$ cat config.mk
export PLATFORM = sky130hd
export DESIGN_NAME = cmd_token_encoder
export DESIGN_NICKNAME = d
export VERILOG_FILES = /design/src/rtl/cmd_token_encoder_pkg.sv /design/src/rtl/token_down_counter.sv /design/src/rtl/cmd_token_encoder.sv
export SDC_FILE = /design/constraint.sdc
export NUM_CORES = 1
export LEC_CHECK = 0
export BUFFER_PORTS_ARGS = -buffer_cell sky130_fd_sc_hd__buf_2
export CORE_UTILIZATION = 31
export CTS_BUF_LIST = sky130_fd_sc_hd__clkbuf_8 sky130_fd_sc_hd__clkbuf_16
export CTS_CLUSTER_DIAMETER = 80
export DETAILED_ROUTE_END_ITERATION = 10
export MAX_ROUTING_LAYER = met4
export PLACE_DENSITY = 0.55
export SYNTH_ARGS = -nofsm -noshare
export SYNTH_HDL_FRONTEND = slang
export SYNTH_SLANG_ARGS = --single-unit
$ cat constraint.sdc
create_clock -name clk -period 2.3 [get_ports clk]
set_input_delay 0.345 -clock clk [delete_from_list [all_inputs] [get_ports clk]]
set_output_delay 0.345 -clock clk [all_outputs]
set_load 0.02 [all_outputs]
$ cat src/rtl/cmd_token_encoder_pkg.sv
// Shared definitions for cmd_token_encoder: opcodes, command token field layout,
// data-count width and FSM state encoding.
package cmd_token_encoder_pkg;

   localparam logic [1:0] OpStp = 2'd0;
   localparam logic [1:0] OpEvp = 2'd1;
   localparam logic [1:0] OpEvb = 2'd2;
   localparam logic [1:0] OpRst = 2'd3;

   localparam int unsigned CmdW      = 16;
   localparam int unsigned OpcodeLsb = 0;
   localparam int unsigned OpcodeW   = 8;
   localparam int unsigned Arg1Lsb   = 8;
   localparam int unsigned Arg1W     = 3;
   localparam int unsigned Arg2Lsb   = 11;
   localparam int unsigned Arg2W     = 5;

   // Wide enough for STP's arg2+1 with the largest 5-bit arg2.
   localparam int unsigned CntW = 6;

   typedef enum logic [1:0] {
      StIdle = 2'd0,
      StCmd  = 2'd1,
      StData = 2'd2,
      StFin  = 2'd3
   } state_e;

   function automatic logic [CmdW-1:0] pack_cmd(input logic [1:0]       op,
                                                 input logic [Arg1W-1:0] a1,
                                                 input logic [Arg2W-1:0] a2);
      logic [CmdW-1:0] tok;
      tok = '0;
      tok[OpcodeLsb +: 2]     = op;
      tok[Arg1Lsb +: Arg1W]   = a1;
      tok[Arg2Lsb +: Arg2W]   = a2;
      return tok;
   endfunction

   function automatic logic [CntW-1:0] data_count(input logic [1:0]       op,
                                                   input logic [Arg2W-1:0] a2);
      logic [CntW-1:0] cnt;
      unique case (op)
         OpStp:   cnt = {1'b0, a2} + CntW'(1);
         OpEvp:   cnt = CntW'(1);
         OpEvb:   cnt = {1'b0, a2};
         default: cnt = '0;
      endcase
      return cnt;
   endfunction

endpackage

$ cat src/rtl/token_down_counter.sv
// Loadable down-counter holding the number of data tokens still owed for a packet.
module token_down_counter #(
   parameter int unsigned Width = 6
) (
   input  logic             clk_i,
   input  logic             rst_ni,
   input  logic             load_i,
   input  logic [Width-1:0] load_val_i,
   input  logic             dec_i,
   output logic [Width-1:0] count_o,
   output logic             zero_o
);

   logic [Width-1:0] count_d, count_q;

   always_comb begin
      count_d = count_q;
      if (load_i) begin
         count_d = load_val_i;
      end else if (dec_i && (count_q != '0)) begin
         count_d = count_q - Width'(1);
      end
   end

   always_ff @(posedge clk_i or negedge rst_ni) begin
      if (!rst_ni) begin
         count_q <= '0;
      end else begin
         count_q <= count_d;
      end
   end

   assign count_o = count_q;
   assign zero_o  = (count_q == '0);

endmodule

$ cat src/rtl/cmd_token_encoder.sv
// Turns host instructions plus data tokens into command/data FIFO writes.
// Define CMD_TOKEN_ATOMIC_EN to hold the command until the whole packet fits in the data FIFO.
module cmd_token_encoder
   import cmd_token_encoder_pkg::*;
#(
   parameter int unsigned word_size = 16,
   parameter int unsigned n_max     = 10
) (
   input  logic                 clk,
   input  logic                 rst,
   input  logic                 req_valid,
   input  logic [1:0]           req_instr,
   input  logic [2:0]           req_arg1,
   input  logic [4:0]           req_arg2,
   output logic                 req_ready,
   input  logic                 dat_valid,
   input  logic [word_size-1:0] dat_in,
   output logic                 dat_ready,
   input  logic [word_size-1:0] free_fifo_command,
   input  logic [word_size-1:0] free_fifo_data,
   output logic                 wr_fifo_command,
   output logic [word_size-1:0] command_out,
   output logic                 wr_fifo_data,
   output logic [word_size-1:0] data_out,
   output logic                 done_tx,
   output logic                 err_tx
);

   state_e state_d, state_q;
   logic [1:0]           op_d, op_q;
   logic [2:0]           arg1_d, arg1_q;
   logic [4:0]           arg2_d, arg2_q;
   logic                 wr_cmd_d, wr_cmd_q;
   logic [word_size-1:0] cmd_d, cmd_q;
   logic                 wr_dat_d, wr_dat_q;
   logic [word_size-1:0] dat_d, dat_q;
   logic                 done_d, done_q;
   logic                 err_d, err_q;

   logic            cnt_load, cnt_dec, cnt_zero;
   logic [CntW-1:0] cnt, cnt_load_val;
   logic            req_bad, cmd_issue, dat_room, dat_fire;

   token_down_counter #(
      .Width (CntW)
   ) u_cnt (
      .clk_i      (clk),
      .rst_ni     (rst),
      .load_i     (cnt_load),
      .load_val_i (cnt_load_val),
      .dec_i      (cnt_dec),
      .count_o    (cnt),
      .zero_o     (cnt_zero)
   );

   assign cnt_load_val = data_count(req_instr, req_arg2);
   assign req_bad      = ((req_instr == OpStp) && (32'(req_arg2) > n_max)) ||
                         ((req_instr == OpEvb) && (req_arg2 == '0));

   // A registered write still in flight has not yet reduced free_fifo_data.
   assign dat_room  = free_fifo_data > word_size'(wr_dat_q);
   assign dat_ready = (state_q == StData) && dat_room;
   assign dat_fire  = dat_valid && dat_ready;

   // Gating with rst keeps req_ready low while reset is held even though state is IDLE.
   assign req_ready = (state_q == StIdle) && rst;

`ifdef CMD_TOKEN_ATOMIC_EN
   assign cmd_issue = (free_fifo_command != '0) && (free_fifo_data >= word_size'(cnt));
`else
   assign cmd_issue = (free_fifo_command != '0);
`endif

   always_comb begin
      state_d  = state_q;
      op_d     = op_q;
      arg1_d   = arg1_q;
      arg2_d   = arg2_q;
      wr_cmd_d = 1'b0;
      cmd_d    = cmd_q;
      wr_dat_d = 1'b0;
      dat_d    = dat_q;
      done_d   = 1'b0;
      err_d    = 1'b0;
      cnt_load = 1'b0;
      cnt_dec  = 1'b0;
      unique case (state_q)
         StIdle: begin
            if (req_valid && req_ready) begin
               if (req_bad) begin
                  err_d = 1'b1;
               end else begin
                  op_d     = req_instr;
                  arg1_d   = req_arg1;
                  arg2_d   = req_arg2;
                  cnt_load = 1'b1;
                  state_d  = StCmd;
               end
            end
         end
         StCmd: begin
            if (cmd_issue) begin
               wr_cmd_d = 1'b1;
               cmd_d    = word_size'(pack_cmd(op_q, arg1_q, arg2_q));
               state_d  = cnt_zero ? StFin : StData;
            end
         end
         StData: begin
            if (dat_fire) begin
               wr_dat_d = 1'b1;
               dat_d    = dat_in;
               cnt_dec  = 1'b1;
               if (cnt == CntW'(1)) begin
                  state_d = StFin;
               end
            end
         end
         StFin: begin
            done_d  = 1'b1;
            state_d = StIdle;
         end
         default: state_d = StIdle;
      endcase
   end

   always_ff @(posedge clk or negedge rst) begin
      if (!rst) begin
         state_q  <= StIdle;
         op_q     <= '0;
         arg1_q   <= '0;
         arg2_q   <= '0;
         wr_cmd_q <= 1'b0;
         cmd_q    <= '0;
         wr_dat_q <= 1'b0;
         dat_q    <= '0;
         done_q   <= 1'b0;
         err_q    <= 1'b0;
      end else begin
         state_q  <= state_d;
         op_q     <= op_d;
         arg1_q   <= arg1_d;
         arg2_q   <= arg2_d;
         wr_cmd_q <= wr_cmd_d;
         cmd_q    <= cmd_d;
         wr_dat_q <= wr_dat_d;
         dat_q    <= dat_d;
         done_q   <= done_d;
         err_q    <= err_d;
      end
   end

   assign wr_fifo_command = wr_cmd_q;
   assign command_out     = cmd_q;
   assign wr_fifo_data    = wr_dat_q;
   assign data_out        = dat_q;
   assign done_tx         = done_q;
   assign err_tx          = err_q;

endmodule
==> load_flow_metrics.sql <==
INSERT INTO impl_metrics (metric_group, metric, value, unit) VALUES
('status', 'run_status', 'complete, no violations', ''),
('finish', 'final_util', '40.4', '%'),
('synthesis', 'netlist_top_cells_area', 'dfrtp_1 (49%), mux2_2 (12%), ha_1 (5.6%)', ''),
('global_route', 'grt_pass1_wl', '8650', 'um'),
('critical_path', 'worst_setup_path_endpoint', 'state_q[1]$_DFFE_PN0P_', ''),
('synthesis', 'yosys.area.top_type_share', '48.9', '%'),
('critical_path', 'destination_of_the_worst_register_to_register_timing_path', 'state_q[1]$_DFFE_PN0P_', ''),
('critical_path', 'r2r_setup_slack', '310', 'ps'),
('synthesis', 'synth_cell_type_count', '44', ''),
('synthesis', 'ys_top_cells_by_count', 'dfrtp_1 (48), mux2_2 (27), ha_1 (11)', ''),
('synthesis', 'synth.ff_latch_count', '48', ''),
('synthesis', 'synth_enable_flop_cells', '0', ''),
('cts', 'h_tree_levels', '2', ''),
('synthesis', 'mapped_area', '0.00245', 'mm2'),
('synthesis', 'yosys.cell_count.top_type', 'dfrtp_1', ''),
('timing', 'timing_max_transition_violations_final', '0', ''),
('timing', 'fmaxAchievable', '503', 'MHz'),
('pwr', 'cell_area_power_density', '1200', 'mW/mm2'),
('critical_path', 'setup.worst_path.end_class', 'flip-flop', ''),
('drt', 'routed_wirelength', '5180', 'um'),
('pwr', 'max_ir_drop_vdd', '519', 'uV'),
('timing', 'final.period_utilization', '86.4', '%'),
('finish', 'diodes', '0', ''),
('global_route', 'grt-ovfl-total', '0', ''),
('placed_design', 'placement.io_buffers', '93', ''),
('die', 'floorplan.die_area', '0.00828', 'mm2'),
('die', 'fp-row-count', '32', ''),
('drt', 'vias_after_detailed_routing', '1846', ''),
('timing', 'setup_violations', '0', ''),
('die', 'coreArea', '0.00769', 'mm2'),
('placed_design', 'place_area', '0.00301', 'mm2'),
('placed_design', 'half_perimeter_wire_length_after_detailed_placement', '3870', 'um'),
('cts', 'clk_latency', '300', 'ps'),
('cts', 'cts_repair_resize_count', '0', ''),
('critical_path', 'crit_path_kind', 'flip-flop to flip-flop', ''),
('drt', 'drtAntennaViolNets', '0', ''),
('drt', 'route.detailed.drc', '0', ''),
('cts', 'cts_max_path_buffers', '2', ''),
('drt', 'drt_first_pass_iters', '4', ''),
('placed_design', 'gp_routability_congestion', '0.762', ''),
('finish', 'area_growth', '26.5', '%'),
('synthesis', 'asyncSetResetFlopFracSynth', '100', '%'),
('global_route', 'antenna_found_initial', '0', ''),
('timing', 'slew_headroom', '59.2', '%'),
('synthesis', 'syn_avg_cell_area', '12.6', 'um2'),
('pwr', 'leakage', '1.48', 'nW'),
('timing', 'tns', '0', 'ps'),
('critical_path', 'critical_path_arrival', '2170', 'ps'),
('timing', 'finalHoldViolations', '0', ''),
('critical_path', 'worst_path_required', '2490', 'ps'),
('cts', 'post_cts_buffers', '0', ''),
('global_route', 'global_route.usage.total', '13.6', '%'),
('global_route', 'grt_start_max_net_pins', '50', ''),
('critical_path', 'cp_max_fo', '5', ''),
('timing', 'timing.clock.skew', '9.72', 'ps'),
('cts', 'clk_sinks', '48', ''),
('die', 'die-width', '91.0', 'um'),
('min_path', 'worstHoldPathType', 'primary input to async pin', ''),
('timing', 'min_tclk_post_route', '1990', 'ps'),
('die', 'floorplan.initialDensity', '31.9', '%'),
('critical_path', 'rr_startpoint', 'state_q[0]$_DFFE_PN0P_', ''),
('cts', 'clock-root-buffer', 'clkbuf_8', ''),
('die', 'die_height', '91.0', 'um'),
('critical_path', 'rr_worst_depth', '7', ''),
('global_route', 'via_count_of_the_first_global_routing_pass', '1794', ''),
('finish', 'multi_input_comb_area', '0.00115', 'mm2'),
('critical_path', 'worst_setup_path_start_kind', 'flip-flop', ''),
('finish', 'area.sequential', '0.00120', 'mm2'),
('drt', 'vias_per_cell', '4.69', ''),
('drt', 'detail_route.iter0.violations', '54', ''),
('synthesis', 'synth-main-ff-cell', 'dfrtp_1', '');
## layout make-up
| cell class | count | area share, % |
|---|---|---|
| Multi-Input combinational cell | 130 | 37.1 |
| Clock inverter | 1 | 0.282 |
| Inverter | 11 | 1.41 |
| Tap cell | 102 | 4.11 |
| Sequential cell | 48 | 38.7 |
| Clock buffer | 6 | 2.66 |
| Timing Repair Buffer | 96 | 15.7 |
## critical path, cell delays in order, from the launching register on
cell	delay, ps
dfrtp_1	400
inv_1	140
ha_1	200
nand3_1	110
a21oi_1	210
a31oi_1	170
a211oi_2	280
mux2_2	360
## power by group
group | switching, W | internal (W) | total (W) | leakage [nW]
Clock | 0.000280 | 0.000240 | 0.000520 | 0.0473
Sequential | 0.000237 | 0.00126 | 0.00149 | 0.583
Combinational | 0.000916 | 0.000810 | 0.00173 | 0.853
Total | 0.00143 | 0.00231 | 0.00374 | 1.48
## metal layers
metal / part of all wire, % / global-route usage [%] / routed length [um]
met3: 4.2 / 2.60 / 217
met2: 50 / 22.5 / 2560
met4: 1.3 / 4.76 / 67
met1: 45 / 16.6 / 2330
met5: 0 / - / 0
## cells by family (layout without fill, tap and decap cells)
family	Yosys count	in the layout	share of synthesized area, %
AOI/OAI and AO/OA	28	28	8.92
xor gates and xnor gates	7	7	2.50
adders and majority gates	11	11	5.61
buffers and inverters	22	114	4.89
DFF	48	48	48.9
muxes	36	36	17.7
other	1	6	0.153
and+or+nand+nor	42	42	11.3
## registers in the layout, indices dropped and copies added, names as in the netlist
| signal | flops |
|---|---|
| data_out | 16 |
| command_out | 10 |
| u_cnt.count_o | 6 |
| arg2_q | 5 |
| arg1_q | 3 |
| op_q | 2 |
| state_q | 2 |
| done_tx | 1 |
| err_tx | 1 |
| wr_fifo_command | 1 |
| wr_fifo_data | 1 |
## stage by stage
| stage | power [W] | std cells | setup WS, ps | hold WS (ps) |
|---|---|---|---|---|
| after floorplan | 0.00273 | 200 | 368 | 49.4 |
| after global placement | 0.00322 | 387 | 276 | 469 |
| after detailed placement | 0.00325 | 387 | 243 | 471 |
| after CTS | 0.00380 | 394 | 311 | 210 |
| after global routing | 0.00401 | 394 | 189 | 234 |
| final | 0.00374 | 394 | 313 | 172 |
## worst min-delay path by stage
stage / from / end / slack, ps / cells past startpoint
5_1_grt: rst / u_cnt.count_o[1]$_DFFE_PN0P_ / 230 / 2
2_1_floorplan: rst / arg1_q[0]$_DFFE_PN0P_ / 50 / 0
3_3_place_gp: arg2_q[1]$_DFFE_PN0P_ / arg2_q[1]$_DFFE_PN0P_ / 470 / 2
4_1_cts: rst / wr_fifo_data$_DFF_PN0_ / 210 / 2
6_report: rst / data_out[1]$_DFFE_PN0P_ / 170 / 2
3_5_place_dp: arg2_q[1]$_DFFE_PN0P_ / arg2_q[1]$_DFFE_PN0P_ / 470 / 2
## cells in the final DEF (no fill, tap or decap), types with 4 or more instances in the layout
master and instances:
buf_2 93, dfrtp_1 48, mux2_2 27, ha_1 11, inv_1 10, nor2_1 9
mux2_4 8, conb_1 6, clkbuf_8 6, nor4_1 5, nand2_1 5, nand3_1 5
a21oi_1 5, o211ai_1 4, o21ai_0 4, xor2_1 4
Note: power is estimated with default switching activity, not from simulation.
